## src/rtl/sha_msg_pkg.sv

```systemverilog
// Shared constants and state encoding for the SHA message receive path.
package sha_msg_pkg;

    localparam int SHA_WORD_W    = 32;
    localparam int SHA_BLK_WORDS = 16;
    localparam int SHA_BLK_W     = 512;
    localparam int SHA_CNT_W     = $clog2(SHA_BLK_WORDS);

    typedef enum logic [1:0] {
        IDLE,
        FILL,
        FULL
    } rx_state_t;

endpackage

```

## src/rtl/sha_word_bswap.sv

```systemverilog
// Byte reversal of one 32-bit word, used for little-endian host producers.
module sha_word_bswap
    import sha_msg_pkg::*;
(
    input  logic [SHA_WORD_W-1:0] din,
    output logic [SHA_WORD_W-1:0] dout
);

    assign dout = {din[7:0], din[15:8], din[23:16], din[31:24]};

endmodule

```

## src/rtl/sha_msg_rx.sv

```systemverilog
// Collects 16 words into a 512-bit block for the SHA-256 core.
// Define SHA_MSG_RX_BSWAP_EN to byte-reverse each word before it is stored.
//
// state | meaning
// IDLE  | no partial block held
// FILL  | 1..15 words held
// FULL  | 16 words held, block presented on blk_vld
module sha_msg_rx
    import sha_msg_pkg::*;
(
    input  logic                  clk,
    input  logic                  rst_n,
    input  logic                  din_vld,
    input  logic [SHA_WORD_W-1:0] din,
    input  logic                  din_sof,
    output logic                  din_rdy,
    output logic                  blk_vld,
    output logic [SHA_BLK_W-1:0]  blk,
    output logic                  blk_init,
    input  logic                  blk_rdy,
    output logic                  err
);

    localparam logic [SHA_CNT_W-1:0] CNT_LAST = SHA_CNT_W'(SHA_BLK_WORDS - 1);

    rx_state_t             state, state_nxt;
    logic [SHA_CNT_W-1:0]  cnt, cnt_nxt;
    logic [SHA_BLK_W-1:0]  blk_q;
    logic [SHA_WORD_W-1:0] word;
    logic                  init_q, init_nxt;
    logic                  err_q, err_nxt;
    logic                  run_q;
    logic                  accept;

`ifdef SHA_MSG_RX_BSWAP_EN
    sha_word_bswap u_bswap (
        .din  (din),
        .dout (word)
    );
`else
    assign word = din;
`endif

    // run_q keeps din_rdy low until the first clock after reset release
    assign din_rdy  = run_q && (state != FULL);
    assign accept   = din_vld && din_rdy;
    assign blk_vld  = (state == FULL);
    assign blk      = blk_q;
    assign blk_init = init_q;
    assign err      = err_q;

    always_ff @(posedge clk or negedge rst_n) begin
        if (!rst_n) begin
            state  <= IDLE;
            cnt    <= '0;
            blk_q  <= '0;
            init_q <= 1'b0;
            err_q  <= 1'b0;
            run_q  <= 1'b0;
        end else begin
            state  <= state_nxt;
            cnt    <= cnt_nxt;
            init_q <= init_nxt;
            err_q  <= err_nxt;
            run_q  <= 1'b1;
            if (accept)
                blk_q <= {blk_q[SHA_BLK_W-SHA_WORD_W-1:0], word};
        end
    end

    always_comb begin
        state_nxt = state;
        cnt_nxt   = cnt;
        init_nxt  = init_q;
        err_nxt   = 1'b0;
        case (state)
            IDLE: begin
                if (accept) begin
                    state_nxt = FILL;
                    cnt_nxt   = SHA_CNT_W'(1);
                    init_nxt  = din_sof;
                end
            end
            FILL: begin
                if (accept) begin
                    // a new message start restarts the block from this word
                    if (din_sof) begin
                        err_nxt  = 1'b1;
                        cnt_nxt  = SHA_CNT_W'(1);
                        init_nxt = 1'b1;
                    end else if (cnt == CNT_LAST) begin
                        cnt_nxt   = '0;
                        state_nxt = FULL;
                    end else begin
                        cnt_nxt = cnt + SHA_CNT_W'(1);
                    end
                end
            end
            FULL: begin
                if (blk_rdy)
                    state_nxt = IDLE;
            end
            default: state_nxt = IDLE;
        endcase
    end

endmodule

```

## config.mk

```make
export PLATFORM = sky130hd
export DESIGN_NAME = sha_msg_rx
export DESIGN_NICKNAME = d
export VERILOG_FILES = /design/src/rtl/sha_msg_pkg.sv /design/src/rtl/sha_word_bswap.sv /design/src/rtl/sha_msg_rx.sv
export SDC_FILE = /design/constraint.sdc
export NUM_CORES = 1
export LEC_CHECK = 0
export CAP_MARGIN = 20
export CORE_AREA = 2 2 260 262
export DETAILED_ROUTE_END_ITERATION = 7
export DIE_AREA = 0 0 262 264
export PLACE_DENSITY = 0.67
export SLEW_MARGIN = 20
export SYNTH_ARGS = -nofsm -noshare
export SYNTH_HDL_FRONTEND = slang
export SYNTH_SLANG_ARGS = --single-unit
export TNS_END_PERCENT = 50
```

## constraint.sdc

```tcl
create_clock -name clk -period 1.6 [get_ports clk]
set_input_delay 0.16 -clock clk [delete_from_list [all_inputs] [get_ports clk]]
set_output_delay 0.16 -clock clk [all_outputs]
set_load 0.03 [all_outputs]
```

Yosys cells after proc, flatten, opt, wreduce, memory -nomap -nowiden
Cells that the tools add are included.

operators by class
  $add $sub $neg = 1
  multiplexer cells = 18
  reductions and logical operators = 7
  equality and inequality tests = 10

operators with widths
  cell                 number
  $mux 4               4
  $ne 2x2->1 const B   6
  $mux 2               5
  $pmux 4 s2           1
  $mux 1               6
  $pmux 2 s3           1
  $reduce_and 5->1     1
  $add 4x1->4 const B  1
  $eq 4x4->1 const B   1
  $reduce_and 4->1     1
  $reduce_and 3->1     1
  $eq 2x1->1 const B   1
  $eq 2x2->1 const B   1
  $logic_and 1x1->1    2
  $logic_not 2->1      1
  $ne 2x1->1 const B   1
  $pmux 1 s2           1
  $reduce_bool 2->1    1

word-level totals
  word-level logic and storage cells = 42
  output and inout port bits = 516
  bits in registers = 521
  input bits = 37

Depth between registers and ports, before layout
  word-level depth = 5
  depth in mapped cells = 7
  depth with buffers taken out = 4

Least setup slack after synthesis
OpenSTA, ideal clock, no wires.

  path type = reg-to-reg
  from = reg state[1]
  to = reg blk_q[276] (netlist: blk[276])
  setup slack = 0.004 ns
  period minus slack after synthesis = 1.596 ns
  library setup time = 0.125 ns
  cell stages (with the launch flop) = 8
  arrival time = 1.470 ns
  cells stage by stage = dfrtp_1 > nand2b_4 > inv_2 > nor2_4 > buf_6 > buf_8 > buf_8 > mux2_4

on the way
  word-level cells in the longest chain between the ends = 3

ends and longest elaborated chain
  what                      line              RTL
  start: declaration        sha_msg_rx.sv:26  rx_state_t state, state_nxt;
  start signal: assignment  sha_msg_rx.sv:61  state <= state_nxt;
  $ne 2x2->1                sha_msg_rx.sv:45  assign din_rdy = run_q && (state != FULL);
  $logic_and 1x1->1         sha_msg_rx.sv:45
  $logic_and 1x1->1         sha_msg_rx.sv:46  assign accept = din_vld && din_rdy;
  end signal: assignment    sha_msg_rx.sv:67  blk_q <= {blk_q[SHA_BLK_W-SHA_WORD_W-1:0], word};
  end: declaration          sha_msg_rx.sv:28  logic [SHA_BLK_W-1:0] blk_q;

No other way between the ends.
A chain may end at the register's enable or synchronous reset.

Worst setup path after layout
  from = reg state[1]
  to = reg blk_q[140] (netlist: blk[140])

Same word-level chain as after synthesis.

==> flow_metrics.py <==
metrics = {
    "outcome": {
        "run_status": "complete, but fails checks",
        "violations": "setup timing",
    },
    "detailed_routing": {
        "wire_per_inst_um": 19.84,
        "viasPerCell": 4.365,
        "drt_iter0_drc": 359,
        "firstDrtPassIters": 4,
        "post-route-drc-count": 0,
        "vias": 11734,
        "wl_um": 53340,
        "ant_nets": 0,
    },
    "grt": {
        "first_global_vias": 12535,
        "grt_max_degree": 75,
        "grt_overflow": 0,
        "antenna_found_initial": 3,
        "grt_usage_pct": 14.97,
        "grt_first_pass_wirelength_um": 80150,
    },
    "worst_setup_path": {
        "cpPeakStageDelay_ns": 0.41,
        "reg2regPathDepth": 7,
        "cp_cell_sequence": "nand2b_4 -> inv_2 -> nor2_4 -> buf_12 -> buf_12 -> clkbuf_16 -> mux2_2",
        "path_delay_family": "buffers and inverters",
        "cp_common_cell": "buf_12",
        "crit_slowest_cell": "dfrtp_1",
        "arrival_ns": 2.18,
        "cp_max_fo": 15,
        "path_class": "register to register",
        "crit_path_start_kind": "register",
        "cp_num_cells": 7,
        "cp.required_ns": 2.07,
        "crit_buf_inv": 4,
        "cp-end-kind": "register",
    },
    "clock_network": {
        "cts_root_buf": "clkbuf_16",
        "clk_latency_ns": 0.59,
        "ctsLongestPathBuffers": 3,
        "h-tree-depth": 2,
        "cts_tree": "done",
        "cts_buffers": 54,
        "cts.sinks": 521,
        "cts.reportedPaths.clkPinSlew_ns": 0.06,
    },
    "power": {
        "p_clk_share_pct": 20.3,
        "powerDensity_nw_per_um2": 2204,
        "p_int_mw": 38.08,
        "pwr-share-seq_pct": 36.2,
        "leakage_nw": 13.91,
        "p_comb_share_pct": 43.5,
        "peakVddDrop_mv": 1.110,
        "netSwitchingPower_mw": 26.25,
        "swShare_pct": 40.80,
    },
    "logic_synthesis": {
        "syn_nets": 1163,
        "ys_top_cells_by_area": "dfrtp_1 (64%), mux2_2 (17%), mux2_4 (15%)",
        "synth_top_area_share_pct": 64.10,
        "ys_types": 31,
        "yosys_register_bits": 521,
        "synth.avg_cell_area_um2": 18.08,
        "yosysTopAreaCell": "dfrtp_1",
        "synth_warnings": 0,
        "yosysSeqAreaShare_pct": 64.10,
        "synth_cells": 1125,
        "syn_area_um2": 20340,
    },
    "floorplan": {
        "dieArea_um2": 69170,
        "die_h_um": 264,
        "chipWidth_um": 262,
        "io_pins": 553,
        "core_area_um2": 66560,
        "num_rows": 95,
        "initial_core_util_pct": 30.56,
    },
    "final_layout": {
        "drive_gt1_share_pct": 42.86,
        "n_fill_cell": 6001,
        "final_cell_mix": "dfrtp_1 (521), mux2_2 (311), dlygate4sd2_1 (301)",
        "finalNonFillerCells": 2688,
        "fin_nets": 1808,
        "syn_to_final_growth_pct": 43.52,
        "final_cell_area_um2": 29190,
        "layout_commonest_cell": "dfrtp_1",
    },
    "timing": {
        "finClkSkew_ns": 0.01909,
        "setup_viol": 462,
        "timing.fmax_mhz": 584.2,
        "period_minus_slack_ns": 1.712,
        "finalCritPeriodShare_pct": 107.0,
        "grt_setup_unrepaired": "true",
        "setup_ws_ns": -0.1117,
        "hold_viol": 0,
        "slew_violations": 0,
    },
    "place": {
        "place_inst": 2577,
        "io_buffers": 552,
        "post_dp_cell_area_um2": 27300,
        "place_congestion": 0.8090,
        "hpwl_um": 39150,
    },
    "worst_hold_path": {
        "holdCritPathClass": "primary input to async pin",
    },
    "run": {
        "maxCapViolCount": 0,
    },
}
## synth_stat cells (all sizes together)
cell	instances
nand3b	1
buf	56
a22o	2
inv	4
nor2b	1
or3b	1
nor3	1
mux2	512
o32ai	1
nor2	2
a211o	1
dfrtp	521
nand2	3
nand2b	1
o21ai	4
nor4	2
a31oi	1
and3b	1
clkbuf	1
a211oi	2
nand3	3
and2	1
conb	1
ha	1
a21o	1
## cell type report
class	count	area, µm²	share of cell area, %
multi-input combinational	543	6738	23.08
tap	873	1092	3.742
timing repair buffer	646	6419	21.99
inverter	4	15.01	0.05143
sequential	521	13040	44.66
antenna	2	5.005	0.01714
clock inverter	15	187.7	0.6429
clock buffer	84	1698	5.816
## cell families (layout without fill, tap and decap cells)
kind of cell | Yosys count | count (layout) | share of synthesized area, %
fa+ha+maj | 1 | 1 | 0.06151
other cells | 1 | 3 | 0.01844
mux | 512 | 512 | 32.04
buf+inv | 61 | 749 | 2.830
compound gates | 12 | 12 | 0.4122
flops | 521 | 521 | 64.10
simple gates | 17 | 17 | 0.5413
## path summary, 6_finish.rpt
kind                                from        to  slack, ns
worst min register to register  blk[487]  blk[487]       0.50
worst min-delay path               rst_n  blk[281]       0.05
min in group clk                 blk_rdy  state[1]       0.15
max in group asynchronous          rst_n  blk[461]       0.74
worst max-delay path            state[1]  blk[140]      -0.11
worst max register to register  state[1]  blk[140]      -0.11
## flip-flops by register name (all words and copies together), names as in the netlist
| name | cells |
|---|---|
| cnt | 4 |
| blk_init | 1 |
| state | 2 |
| blk | 512 |
| err | 1 |
| run_q | 1 |
## per-layer routing
metal,share of wire (%),GRT usage [%]
met5,0,0
met4,3.7,5.940
met3,5.6,3.665
met2,49,24.91
met1,41,18.64
## what timing repair did
item                                   CTS  global route
setup buffers                            0             4
cloned                                   0             5
hold buffers                             1             0
endpoints found under the hold margin  286             0
setup endpoints to repair              984           680
gates resized for setup                804            21
pin swaps                                0             1
## through the flow
step | hold WS [ns] | setup TNS [ns] | worst slack (ns) | utilization (%) | power, mW
6_report | 0.05159 | -29.37 | -0.1117 | 43.86 | 64.33
5_1_grt | 0.05678 | -61.70 | -0.1764 | 43.85 | 67.35
4_1_cts | 0.03610 | -44.49 | -0.2210 | 43.43 | 65.13
3_5_place_dp | 0.07667 | -149.86 | -0.3695 | 41.02 | 54.97
3_3_place_gp | 0.06797 | -153.35 | -0.3753 | 41.02 | 54.38
2_1_floorplan | -0.1356 | 0 | 0.004498 | - | 39.64
## power groups by stage
stage / Combinational [mW] / Sequential, mW / Clock (mW)
after global placement: 31.1 / 23.3 / 0
after detailed placement: 31.4 / 23.6 / 0
after CTS: 28.3 / 23.3 / 13.5
after global routing: 29.2 / 24.1 / 14.0
after floorplan: 6.69 / 32.9 / 0
final: 28.0 / 23.3 / 13.0
Note: power is estimated with default switching activity, not from simulation.
